==> src/rtl/muldiv_pkg.sv <==
// muldiv_pkg: shared op/state encodings and the two's-complement helper for muldiv_unit
// Contents: muldiv_op_t (MULT/MULTU/DIV/DIVU/MTHI/MTLO), muldiv_state_t (IDLE/CALC/FIX),
//           cneg() conditional negate usable at any width up to MAX_W bits.
package muldiv_pkg;
    // Negation modulo 2^n equals the low n bits of negation modulo 2^MAX_W,
    // so callers zero-extend into cneg and truncate the result back to their width.
    localparam int MAX_W = 128;
    typedef enum logic [2:0] {
        OP_MULT  = 3'b000,
        OP_MULTU = 3'b001,
        OP_DIV   = 3'b010,
        OP_DIVU  = 3'b011,
        OP_MTHI  = 3'b100,
        OP_MTLO  = 3'b101
    } muldiv_op_t;
    typedef enum logic [1:0] {
        IDLE = 2'd0,
        CALC = 2'd1,
        FIX  = 2'd2
    } muldiv_state_t;
    function automatic logic [MAX_W-1:0] cneg(input logic [MAX_W-1:0] x, input logic s);
        return s ? (~x + MAX_W'(1)) : x;
    endfunction
endpackage

==> src/rtl/muldiv_unit.sv <==
// muldiv_unit: iterative HI/LO multiply/divide unit (MULT, MULTU, DIV, DIVU, MTHI, MTLO)
// Ports: clk; reset_n (synchronous, active-low); start/op/a/b request (sampled when idle);
//        cancel abandons an in-flight op; busy/done handshake; hi/lo result registers.
// Build option: MULDIV_EARLY_OUT_EN ends multiplies as soon as the remaining multiplier bits are zero.
module muldiv_unit
    import muldiv_pkg::*;
#(
    parameter int WIDTH = 32
) (
    input  logic             clk,
    input  logic             reset_n,
    input  logic             start,
    input  logic [2:0]       op,
    input  logic [WIDTH-1:0] a,
    input  logic [WIDTH-1:0] b,
    input  logic             cancel,
    output logic             busy,
    output logic             done,
    output logic [WIDTH-1:0] hi,
    output logic [WIDTH-1:0] lo
);
    localparam int W2 = 2 * WIDTH;
    localparam int CW = $clog2(WIDTH + 1);
    muldiv_state_t    state;
    logic [CW-1:0]    count;
    logic [W2-1:0]    acc, md, sh, acc_step;
    logic [WIDTH-1:0] mr, abs_a, abs_b;
    logic [WIDTH:0]   diff;
    logic             div_q, neg_q, neg_r, sa, sb, last;
    assign busy  = state != IDLE;
    // Signed ops have op[0]=0; the unsigned variants never take magnitudes.
    assign sa    = a[WIDTH-1] & ~op[0];
    assign sb    = b[WIDTH-1] & ~op[0];
    assign abs_a = WIDTH'(cneg(MAX_W'(a), sa));
    assign abs_b = WIDTH'(cneg(MAX_W'(b), sb));
    // Divide: acc = {remainder, dividend/quotient}. The remainder's top bit is kept
    // in diff so a shifted remainder of WIDTH+1 bits is compared correctly.
    // Multiply: acc accumulates md (multiplicand shifted left) for each set bit of mr.
    assign sh       = {acc[W2-2:0], 1'b0};
    assign diff     = {acc[W2-1], sh[W2-1:WIDTH]} - {1'b0, md[WIDTH-1:0]};
    assign acc_step = div_q ? (diff[WIDTH] ? sh : {diff[WIDTH-1:0], sh[WIDTH-1:1], 1'b1})
                            : (mr[0] ? acc + md : acc);
`ifdef MULDIV_EARLY_OUT_EN
    assign last = count == CW'(1) || (!div_q && mr[WIDTH-1:1] == '0);
`else
    assign last = count == CW'(1);
`endif
    always_ff @(posedge clk) begin
        if (!reset_n) begin
            state <= IDLE;
            hi    <= '0;
            lo    <= '0;
            done  <= 1'b0;
            count <= '0;
            acc   <= '0;
            md    <= '0;
            mr    <= '0;
            div_q <= 1'b0;
            neg_q <= 1'b0;
            neg_r <= 1'b0;
        end else begin
            done <= 1'b0;
            if (busy && cancel) begin
                state <= IDLE;
            end else begin
                case (state)
                    IDLE: if (start && !cancel) begin
                        if (!op[2]) begin
                            state <= CALC;
                            count <= CW'(WIDTH);
                            div_q <= op[1];
                            neg_q <= sa ^ sb;
                            neg_r <= sa;
                            acc   <= op[1] ? W2'(abs_a) : '0;
                            md    <= W2'(op[1] ? abs_b : abs_a);
                            mr    <= abs_b;
                        end else if (op == OP_MTHI) begin
                            hi <= a;
                        end else if (op == OP_MTLO) begin
                            lo <= a;
                        end
                    end
                    CALC: begin
                        acc   <= acc_step;
                        md    <= div_q ? md : md << 1;
                        mr    <= mr >> 1;
                        count <= count - CW'(1);
                        state <= last ? FIX : CALC;
                    end
                    FIX: begin
                        if (div_q) begin
                            lo <= WIDTH'(cneg(MAX_W'(acc[WIDTH-1:0]), neg_q));
                            hi <= WIDTH'(cneg(MAX_W'(acc[W2-1:WIDTH]), neg_r));
                        end else begin
                            {hi, lo} <= W2'(cneg(MAX_W'(acc), neg_q));
                        end
                        done  <= 1'b1;
                        state <= IDLE;
                    end
                    default: state <= IDLE;
                endcase
            end
        end
    end
endmodule

==> config.mk <==
export PLATFORM = sky130hd
export DESIGN_NAME = muldiv_unit
export DESIGN_NICKNAME = d
export VERILOG_FILES = /design/src/rtl/muldiv_pkg.sv /design/src/rtl/muldiv_unit.sv
export SDC_FILE = /design/constraint.sdc
export NUM_CORES = 1
export LEC_CHECK = 0
export BUFFER_PORTS_ARGS = -buffer_cell sky130_fd_sc_hd__buf_2
export CAP_MARGIN = 10
export CORE_ASPECT_RATIO = 1.5
export CORE_UTILIZATION = 45
export CTS_BUF_LIST = sky130_fd_sc_hd__clkbuf_8 sky130_fd_sc_hd__clkbuf_16
export DETAILED_ROUTE_END_ITERATION = 10
export GPL_TIMING_DRIVEN = 0
export PLACE_DENSITY = 0.67
export SLEW_MARGIN = 30
export SYNTH_ARGS = -nofsm -noshare
export SYNTH_HDL_FRONTEND = slang
export SYNTH_SLANG_ARGS = --single-unit
==> constraint.sdc <==
create_clock -name clk -period 7.95 [get_ports clk]
set_input_delay 0.3975 -clock clk [delete_from_list [all_inputs] [get_ports clk]]
set_output_delay 0.3975 -clock clk [all_outputs]
set_load 0.01 [all_outputs]
==> results.ini <==
[sta]
fin_worst_skew_ns = 0.0172
fin_ws_ns = 3.10
worst_pin_slew_ns = 1.02
final_max_slew_viol_count = 0
layout_worst_path_cycle_share = 0.611
relSlewSlack = 0.319
tns_ns = 0
fmax_mhz = 206
period_needed_ns = 4.85
finalSetupViolCount = 0
rsz0062_at_grt = false
hold_violations = 0

[global_routing]
grt-ovfl-total = 0
grt_antenna_before_repair = 3
use_met2 = 0.707
gr-max-usage-layer = met2
met1_usage = 0.422
grt_max_degree = 15
first_global_vias = 20300
grt_pass1_wl_um = 127000
gr-usage-met3 = 0.0623
grt_use_total = 0.407

[cts]
insertion_delay_ns = 0.58
htree_levels = 1
cts_setup_buffers = 0
cts_tree = done
cts_resized = 0
root_buffer = clkbuf_16
ctsLongestPathBuffers = 3
cts_inserted_buffers = 27
clkTransAtPathRegs_ns = 0.07
cts_sinks = 236
hold_buffers = 0

[logic_synthesis]
synthCells = 2552
ys.flop_type = dfxtp_1
synth-seq-cells = 236
async_flop_share = 0
synth.net_count = 2726
ys_top_cells_by_area = dfxtp_1 25%, a21oi_1 8.3%, ha_1 6.8%, nor2_1 5.8%, a211oi_1 5.2%
netlist_area_sq_mm = 0.0186
yosysWarnings = 0
synth_edf_count = 0
seq_area_frac_synth = 0.254
syn_area_per_cell_sq_um = 7.28
yosys.area.top_type = dfxtp_1
synthDistinctLibCells = 73
synth_top_area_frac = 0.254

[cells_and_area]
layout_commonest_cell = a21oi_1
drive_above_1_share = 0.0782
final_area_sq_mm = 0.0209
nNetsFinal = 2890
antennaDiodeCount = 0
final_cell_mix = 308 x a21oi_1, 285 x nor2_1, 236 x dfxtp_1, 221 x nand2_1, 188 x o21ai_0
syn_to_final_growth_pct = 12.7

[die]
start_util = 0.460
die_area_sq_mm = 0.0421
rows = 90
top_level_ports = 137
core_area_sq_mm = 0.0404
die_height_um = 251
die_w_um = 168

[power_and_ir_drop]
pwr_density_cell_mw_per_mm2 = 165
comb_power_share = 0.201
p_int_mw = 2.34
netSwitchingPower_mw = 1.13
clockPowerShare = 0.429
power_leakage_nw = 8.33
seq_power_share = 0.369
swShare = 0.325
vdd.ir_drop.worst_uv = 172

[routing]
wl_per_cell_um = 27.0
postRouteAntennaNets = 0
dr.pass1.iters = 6
drcViolationCount = 0
totalWireLength_um = 87600
vias = 20900
initialDrtViolationCount = 1860
viasPerCell = 6.43

[critical_path]
startpoint_type = register
end_kind = register
required_ns = 8.38
path_class = register to register
path_max_fanout = 10
cp.arrival_ns = 5.29

[worst_hold_path]
hp-class = input port to register

[placement]
pre_cts_slack_ns = 3.27
hpwlAfterDp_um = 70200
place_congestion = 1.03
placed_area_sq_mm = 0.0199
numPortBuffers = 134

[run]
cap_viol_max_count = 0

[outcome]
status = finished, final reports clean

[registers in the layout, summed over array words and instances, names as in the netlist, 2 cells and up]
signal	cells
hi	32
mr	32
count	6
acc	64
lo	32
md	64
state	2
[synthesized netlist by cell type (all sizes together) (7+ instances only)]
master    n
buf      13
a211oi  129
or3      21
nand2b   29
xor2     94
o211ai   16
a31oi    27
o31ai    22
and3     15
a21o     47
a221oi   20
dfxtp   236
inv      72
xnor2   105
a311oi   14
nor2b    29
nand4    31
or4       7
a22oi    23
o21ai   193
ha      101
o21bai   20
o41ai    13
a21oi   310
nand3    73
and2     10
nand2   221
o221ai    8
o21a     22
nor4     20
clkbuf  161
nor2    285
nor3     52
mux2i    39
[per-stage QoR]
step                hold WS (ns)  power, mW  utilization  std cells
floorplan                  0.444       1.70            -       2552
global placement           0.452       1.96        0.492       3192
detailed placement         0.459       1.97        0.493       3193
CTS                       0.0790       3.44        0.518       3242
global route              0.0911       3.55        0.518       3242
finish                    0.0911       3.46        0.518       3242
[power by group through the flow]
| stage | clock [mW] | sequential, mW | combinational [mW] |
|---|---|---|---|
| floorplan | 0 | 1.27 | 0.423 |
| global placement | 0 | 1.30 | 0.664 |
| detailed placement | 0 | 1.30 | 0.670 |
| CTS | 1.49 | 1.27 | 0.674 |
| global route | 1.53 | 1.28 | 0.740 |
| finish | 1.49 | 1.28 | 0.697 |
[final timing paths]
| kind | slack, ns | end | depth (start not counted) | from |
|---|---|---|---|---|
| max | 3.10 | acc[47]$_SDFFE_PN0P_ | 14 | acc[32]$_SDFFE_PN0P_ |
| min | 0.09 | done$_SDFF_PP0_ | 2 | cancel |
| max reg2reg | 3.10 | acc[47]$_SDFFE_PN0P_ | 14 | acc[32]$_SDFFE_PN0P_ |
| min reg2reg | 0.47 | lo[21]$_SDFFE_PN0P_ | 2 | lo[21]$_SDFFE_PN0P_ |
[layout make-up]
cell class | instances | area, sq um
Fill cell | 4172 | 19500
Sequential cell | 236 | 4720
Clock inverter | 20 | 319
Inverter | 73 | 274
Tap cell | 506 | 633
Buffer | 174 | 662
Multi-Input combinational cell | 2069 | 12900
Timing Repair Buffer | 135 | 678
Clock buffer | 29 | 703
[cell families after synthesis]
kind of cell	Yosys count	synth area share
xor gates and xnor gates	199	0.0938
muxes	40	0.0216
DFF	236	0.254
AOI/OAI and AO/OA	914	0.309
and+or+nand+nor	813	0.202
adders and majority gates	103	0.0701
buffers and inverters	247	0.0502
[metal layers]
| metal | wire [um] | vias up | part of all wire |
|---|---|---|---|
| met4 | 9040 | 4 | 0.10 |
| li1 | - | 9617 | - |
| met1 | 30400 | 9776 | 0.35 |
| met2 | 42000 | 1060 | 0.48 |
| met5 | 23 | - | 0.00026 |
| met3 | 6100 | 399 | 0.070 |
[critical path: stages, from the launching register on]
cell	delay, ns
dfxtp_1	0.34
clkbuf_1	0.27
inv_1	0.41
fa_1	0.31
nor2b_1	0.08
o31ai_1	0.49
a21oi_1	0.26
o21ai_0	0.50
a21oi_1	0.15
o31ai_1	0.37
xnor2_1	0.20
buf_2	0.35
buf_2	0.42
mux2i_1	0.40
o21ai_0	0.13
No activity file was read; power rests on OpenSTA's default activity.
